`config.mk`:
```
export PLATFORM = sky130hd
export DESIGN_NAME = cva6_ras_ckpt
export DESIGN_NICKNAME = d
export VERILOG_FILES = /design/src/rtl/cva6_ras_pkg.sv /design/src/rtl/cva6_ras_ckpt_file.sv /design/src/rtl/cva6_ras_ckpt.sv
export SDC_FILE = /design/constraint.sdc
export NUM_CORES = 1
export LEC_CHECK = 0
export ABC_CLOCK_PERIOD_IN_PS = 7500
export CAP_MARGIN = 10
export CORE_MARGIN = 10
export CORE_UTILIZATION = 40
export DETAILED_ROUTE_END_ITERATION = 8
export HOLD_SLACK_MARGIN = 0.06
export SYNTH_ARGS = -nofsm -noshare
export SYNTH_HDL_FRONTEND = slang
export SYNTH_SLANG_ARGS = --single-unit
```
`constraint.sdc`:
```
create_clock -name clk_i -period 7.5 [get_ports clk_i]
set_input_delay 1.125 -clock clk_i [delete_from_list [all_inputs] [get_ports clk_i]]
set_output_delay 1.125 -clock clk_i [all_outputs]
set_load 0.02 [all_outputs]
```
`src/rtl/cva6_ras_pkg.sv`:
```
// Shared types and helpers for the CVA6 return-address stack
// with per-branch checkpointing.
package cva6_ras_pkg;

  typedef enum logic [1:0] {
    RAS_NONE,
    RAS_PUSH,
    RAS_POP,
    RAS_PUSH_POP
  } ras_op_e;

  function automatic int unsigned ras_ptr_w(input int unsigned depth);
    return (depth > 1) ? $clog2(depth) : 1;
  endfunction

endpackage

```
`src/rtl/cva6_ras_ckpt_file.sv`:
```
// Checkpoint register file: one save port, one restore port,
// valid bit per slot, bulk invalidate on flush.
module cva6_ras_ckpt_file #(
  parameter int unsigned NR   = 4,
  parameter int unsigned W    = 8,
  parameter int unsigned ID_W = 2
) (
  input  logic            clk_i,
  input  logic            rst_i,
  input  logic            flush_i,
  input  logic            we_i,
  input  logic [ID_W-1:0] waddr_i,
  input  logic [W-1:0]    wdata_i,
  input  logic [ID_W-1:0] raddr_i,
  output logic [W-1:0]    rdata_o,
  output logic            rvalid_o
);

  logic [W-1:0]  data_q [NR];
  logic [W-1:0]  data_d [NR];
  logic [NR-1:0] valid_q;
  logic [NR-1:0] valid_d;
  logic          wr_ok;
  logic          rd_ok;

  assign wr_ok = 32'(waddr_i) < NR;
  assign rd_ok = 32'(raddr_i) < NR;

  always_comb begin
    data_d  = data_q;
    valid_d = valid_q;
    if (flush_i) begin
      valid_d = '0;
    end else if (we_i && wr_ok) begin
      data_d[waddr_i]  = wdata_i;
      valid_d[waddr_i] = 1'b1;
    end
  end

  always_ff @(posedge clk_i) begin
    if (rst_i) begin
      valid_q <= '0;
    end else begin
      valid_q <= valid_d;
    end
  end

  always_ff @(posedge clk_i) begin
    data_q <= data_d;
  end

  // Reads see pre-edge contents, so a same-slot save+restore
  // restores the old snapshot.
  assign rvalid_o = rd_ok && valid_q[raddr_i];
  assign rdata_o  = data_q[raddr_i];

endmodule

```
`src/rtl/cva6_ras_ckpt.sv`:
```
// Circular return-address stack with overwrite-oldest overflow,
// combined pop+push, and checkpoint/restore for mispredicts.
module cva6_ras_ckpt
  import cva6_ras_pkg::*;
#(
  parameter int unsigned VLEN    = 64,
  parameter int unsigned DEPTH   = 2,
  parameter int unsigned NR_CKPT = 4,
  localparam int unsigned PTR_W  = ras_ptr_w(DEPTH),
  localparam int unsigned CNT_W  = $clog2(DEPTH + 1),
  localparam int unsigned ID_W   =
    (NR_CKPT > 1) ? $clog2(NR_CKPT) : 1
) (
  input  logic             clk_i,
  input  logic             rst_i,
  input  logic             flush_i,
  input  logic             push_i,
  input  logic             pop_i,
  input  logic [VLEN-1:0]  data_i,
  output logic [VLEN-1:0]  data_o,
  output logic             valid_o,
  output logic [CNT_W-1:0] occupancy_o,
  output logic             overflow_o,
  input  logic             ckpt_save_i,
  input  logic [ID_W-1:0]  ckpt_id_i,
  input  logic             restore_i,
  input  logic [ID_W-1:0]  restore_id_i
);

  typedef struct packed {
    logic [PTR_W-1:0] tos;
    logic [CNT_W-1:0] cnt;
    logic [VLEN-1:0]  top;
  } ckpt_t;

  localparam int unsigned CK_W = $bits(ckpt_t);

  logic [VLEN-1:0]  mem_q [DEPTH];
  logic [VLEN-1:0]  mem_d [DEPTH];
  logic [PTR_W-1:0] tos_q, tos_d;
  logic [CNT_W-1:0] cnt_q, cnt_d;
  logic             ovf_q, ovf_d;
  logic [PTR_W-1:0] tos_inc;
  logic             full;
  logic             empty;
  ras_op_e          op;
  ckpt_t            save_data;
  ckpt_t            rd_data;
  logic [CK_W-1:0]  rd_raw;
  logic             rd_valid;

  assign tos_inc = tos_q + PTR_W'(1);
  assign full    = cnt_q == CNT_W'(DEPTH);
  assign empty   = cnt_q == '0;

  always_comb begin
    op = RAS_NONE;
    unique case ({push_i, pop_i})
      2'b10:   op = RAS_PUSH;
      2'b01:   op = RAS_POP;
      2'b11:   op = RAS_PUSH_POP;
      default: op = RAS_NONE;
    endcase
  end

  // Snapshot is always the pre-update state of this cycle.
  assign save_data.tos = tos_q;
  assign save_data.cnt = cnt_q;
  assign save_data.top = mem_q[tos_q];
  assign rd_data       = rd_raw;

  cva6_ras_ckpt_file #(
    .NR   (NR_CKPT),
    .W    (CK_W),
    .ID_W (ID_W)
  ) i_ckpt_file (
    .clk_i    (clk_i),
    .rst_i    (rst_i),
    .flush_i  (flush_i),
    .we_i     (ckpt_save_i),
    .waddr_i  (ckpt_id_i),
    .wdata_i  (save_data),
    .raddr_i  (restore_id_i),
    .rdata_o  (rd_raw),
    .rvalid_o (rd_valid)
  );

  always_comb begin
    mem_d = mem_q;
    tos_d = tos_q;
    cnt_d = cnt_q;
    ovf_d = 1'b0;
    if (flush_i) begin
      tos_d = '0;
      cnt_d = '0;
    end else if (restore_i) begin
      if (rd_valid) begin
        tos_d = rd_data.tos;
        cnt_d = rd_data.cnt;
        if (rd_data.cnt != '0) begin
          mem_d[rd_data.tos] = rd_data.top;
        end
      end
    end else begin
      unique case (op)
        RAS_PUSH_POP: begin
          if (!empty) begin
            mem_d[tos_q] = data_i;
          end else begin
            tos_d          = tos_inc;
            mem_d[tos_inc] = data_i;
            cnt_d          = cnt_q + CNT_W'(1);
          end
        end
        RAS_PUSH: begin
          tos_d          = tos_inc;
          mem_d[tos_inc] = data_i;
          if (full) begin
            ovf_d = 1'b1;
          end else begin
            cnt_d = cnt_q + CNT_W'(1);
          end
        end
        RAS_POP: begin
          if (!empty) begin
            tos_d = tos_q - PTR_W'(1);
            cnt_d = cnt_q - CNT_W'(1);
          end
        end
        default: ;
      endcase
    end
  end

  always_ff @(posedge clk_i) begin
    if (rst_i) begin
      tos_q <= '0;
      cnt_q <= '0;
      ovf_q <= 1'b0;
    end else begin
      tos_q <= tos_d;
      cnt_q <= cnt_d;
      ovf_q <= ovf_d;
    end
  end

  always_ff @(posedge clk_i) begin
    mem_q <= mem_d;
  end

  assign valid_o     = !empty;
  assign data_o      = empty ? '0 : mem_q[tos_q];
  assign occupancy_o = cnt_q;
  assign overflow_o  = ovf_q;

endmodule

```
==> flow_summary.ini <==
[synthesis]
synthesis.nets = 1436
synth_seq_area_share_pct = 63.1
synth_edf_count = 396
synth_area_mm2 = 0.0191
synthArstFlopShare_pct = 0
synth.avg_cell_area_um2 = 14.0
synthDistinctLibCells = 36
synthCells = 1361
yosys_warnings = 0
synthFlopType = edfxtp_1
synth_seq_cells = 404

[floorplanning]
coreArea_mm2 = 0.0469
die_area_mm2 = 0.0569
fp-row-count = 79
die_h_um = 238
dieWidth_um = 238
initial_core_util_pct = 40.7
io_pins = 143

[placed_design]
place_inst = 1994
gp_congestion = 0.751
pre_cts_ws_ns = 2.84
io_buffers = 142
hpwl_um = 27500

[power_and_ir_drop]
powerDensity_mw_per_mm2 = 235
p_leak_nw = 7.19
peakVddDrop_v = 0.000156

[cells_and_area]
final_common_cell = edfxtp_1
final_cell_mix = 396 x edfxtp_1, 139 x clkdlybuf4s50_1, 131 x a21oi_1
nFillCells = 4100
nNetsFinal = 1508
final_cells = 2069
utilization_pct = 47.5
areaGrowthSynthToFinish_pct = 16.5
drive_gt1_share_pct = 15.5
diodes = 0

[global_routing]
grt-ovfl-total = 0
grt_usage_pct = 17.4
grt_max_degree = 199
grt_pass1_wl_um = 77500
grt_pass1_vias = 12700
antenna_found_initial = 0

[clocking]
clock-root-buffer = clkbuf_16
post-cts-setup-buffers = 0
numClockSinks = 404
postCtsHoldBufs = 0
insertion_delay_ns = 0.57
cts_resized = 0
cts_buffer_depth = 3
cts_htree_levels = 2
cts_buffers = 44
cts.reportedPaths.clkPinSlew_ns = 0.06
cts_tree = built

[setup_path]
required_ns = 7.89
cp_top_family = buffers and inverters
crit_slowest_cell = buf_4
max_stage_delay_ns = 1.00
reg2reg_depth = 5
r2r_end = mem_q[25]
cp_max_fo = 140
criticalPathCategory = primary input to flop
cp_common_cell = buf_4
cp_cell_sequence = clkdlybuf4s50_1 > nand2b_2 > buf_4 > nand2_8 > buf_4 > a211oi_1 > o31ai_1
cp-end-kind = flop
r2r_start = occupancy_o[0]
worst_ep_arrival_time_ns = 4.59
ff2ff_setup_slack_ns = 3.92
start_kind = primary input
cp_num_buf_inv = 3

[min_path]
hold_class = flop to flop
hp-start = i_ckpt_file.valid_q[1]
min_to = i_ckpt_file.valid_q[1]
hold_depth = 2

[timing]
drv_slew = 0
post-route-period-util_pct = 56.0
hold_violations = 0
clock_skew_ns = 0.0217
min_period_ns = 4.20
setup_viol = 0
final.setup.worst_slack_ns = 3.30
relSlewSlack_pct = 19.9
tightestPinTransition_ns = 1.20
fin_setup_tns_ns = 0
rsz0062_at_grt = no
max_freq_mhz = 238

[run]
max_cap_violations = 0

[drt]
post-route-drc-count = 0
dr_total_vias = 12400
antenna_left = 0
avgViaCountPerCell = 5.99
drt_iter0_markers = 1023
firstDrtPassIters = 5
wl_per_cell_um = 24.1
wl_um = 49900

[status]
outcome = completed
[Yosys cell counts, types with 2 or more instances]
cell type  instances  area [µm²]
and2_1            66         413
a22o_1             2        17.5
edfxtp_1         396       11900
o31ai_1          129         968
nor3_1             2        10.0
nor2b_1            2        12.5
a31oi_1            5        31.3
mux2_2            65         732
mux4_2            68        1530
buf_6              6        67.6
or2_2              2        12.5
a21oi_1          131         656
buf_1              5        18.8
clkbuf_1          78         293
nand2b_1           2        12.5
inv_1              5        18.8
a211oi_1         128         961
nor2_1             7        26.3
nand2_1          130         488
buf_4             10        75.1
dfxtp_1            8         160
buf_2             33         165
and3_1            68         425
[worst max path at each step]
| stage | from | to | slack [ns] | cells after the start |
|---|---|---|---|---|
| after floorplan | restore_id_i[0] | mem_q[0] | 0.32 | 5 |
| after global placement | pop_i | mem_q[92] | 2.98 | 7 |
| after detailed placement | pop_i | mem_q[91] | 2.84 | 7 |
| after CTS | occupancy_o[0] | data_o[39] | 3.25 | 4 |
| after global routing | occupancy_o[0] | data_o[39] | 3.14 | 4 |
| final | pop_i | mem_q[25] | 3.30 | 7 |
[registers in the layout, indices dropped and copies added, names as in the netlist]
name,count
i_ckpt_file.data_q,268
mem_q,128
overflow_o,1
occupancy_o,2
tos_q,1
i_ckpt_file.valid_q,4
[power by group]
part           internal (mW)  switching [mW]  total (mW)
Clock                   1.26           0.873        2.14
Combinational          0.207           0.319       0.526
Sequential              2.55          0.0195        2.57
Total                   4.02            1.21        5.23
[logic make-up (layout without fill, tap and decap cells)]
family | Yosys count | in the layout | synth area share (%)
AND/OR/NAND/NOR | 284 | 284 | 7.51
multiplexers | 133 | 133 | 11.9
AO/OA/AOI/OAI | 401 | 401 | 14.1
flip-flops | 404 | 404 | 63.1
buffers and inverters | 137 | 238 | 3.34
XOR/XNOR | 2 | 2 | 0.0918
[per-layer routing]
metal | routed length (µm) | track usage, % | part of all wire [%]
met5 | 0 | 0 | 0
met4 | 905 | 4.52 | 1.8
met3 | 2940 | 3.75 | 5.9
met2 | 24200 | 28.4 | 48
met1 | 21900 | 23.0 | 44
[through the flow]
stage / power [mW] / hold slack, ns / area [µm²]
floorplan: 2.96 / 0.432 / 19100
global placement: 3.13 / 0.451 / 20900
detailed placement: 3.15 / 0.460 / 20900
CTS: 5.28 / 0.474 / 22200
global route: 5.42 / 0.527 / 22200
finish: 5.23 / 0.470 / 22200
[cell type report]
type / count / area [µm²] / share of cell area (%)
inverters: 5 / 21.3 / 0.0956
repair buffers: 158 / 1560 / 7.01
clock inverters: 22 / 234 / 1.05
well taps: 607 / 759 / 3.41
clock buffers: 53 / 1160 / 5.20
flip-flops and latches: 404 / 12100 / 54.2
multi-input cells: 820 / 6460 / 29.0
[worst register-to-register path: cells and delay by family, from the launching register on]
| family | cells | cell delay (ns) |
|---|---|---|
| and+or+nand+nor | 2 | 1.26 |
| DFF | 1 | 0.56 |
| buffers and inverters | 1 | 0.87 |
| AOI/OAI and AO/OA | 2 | 0.62 |
Power figures use the tool's default switching activity.
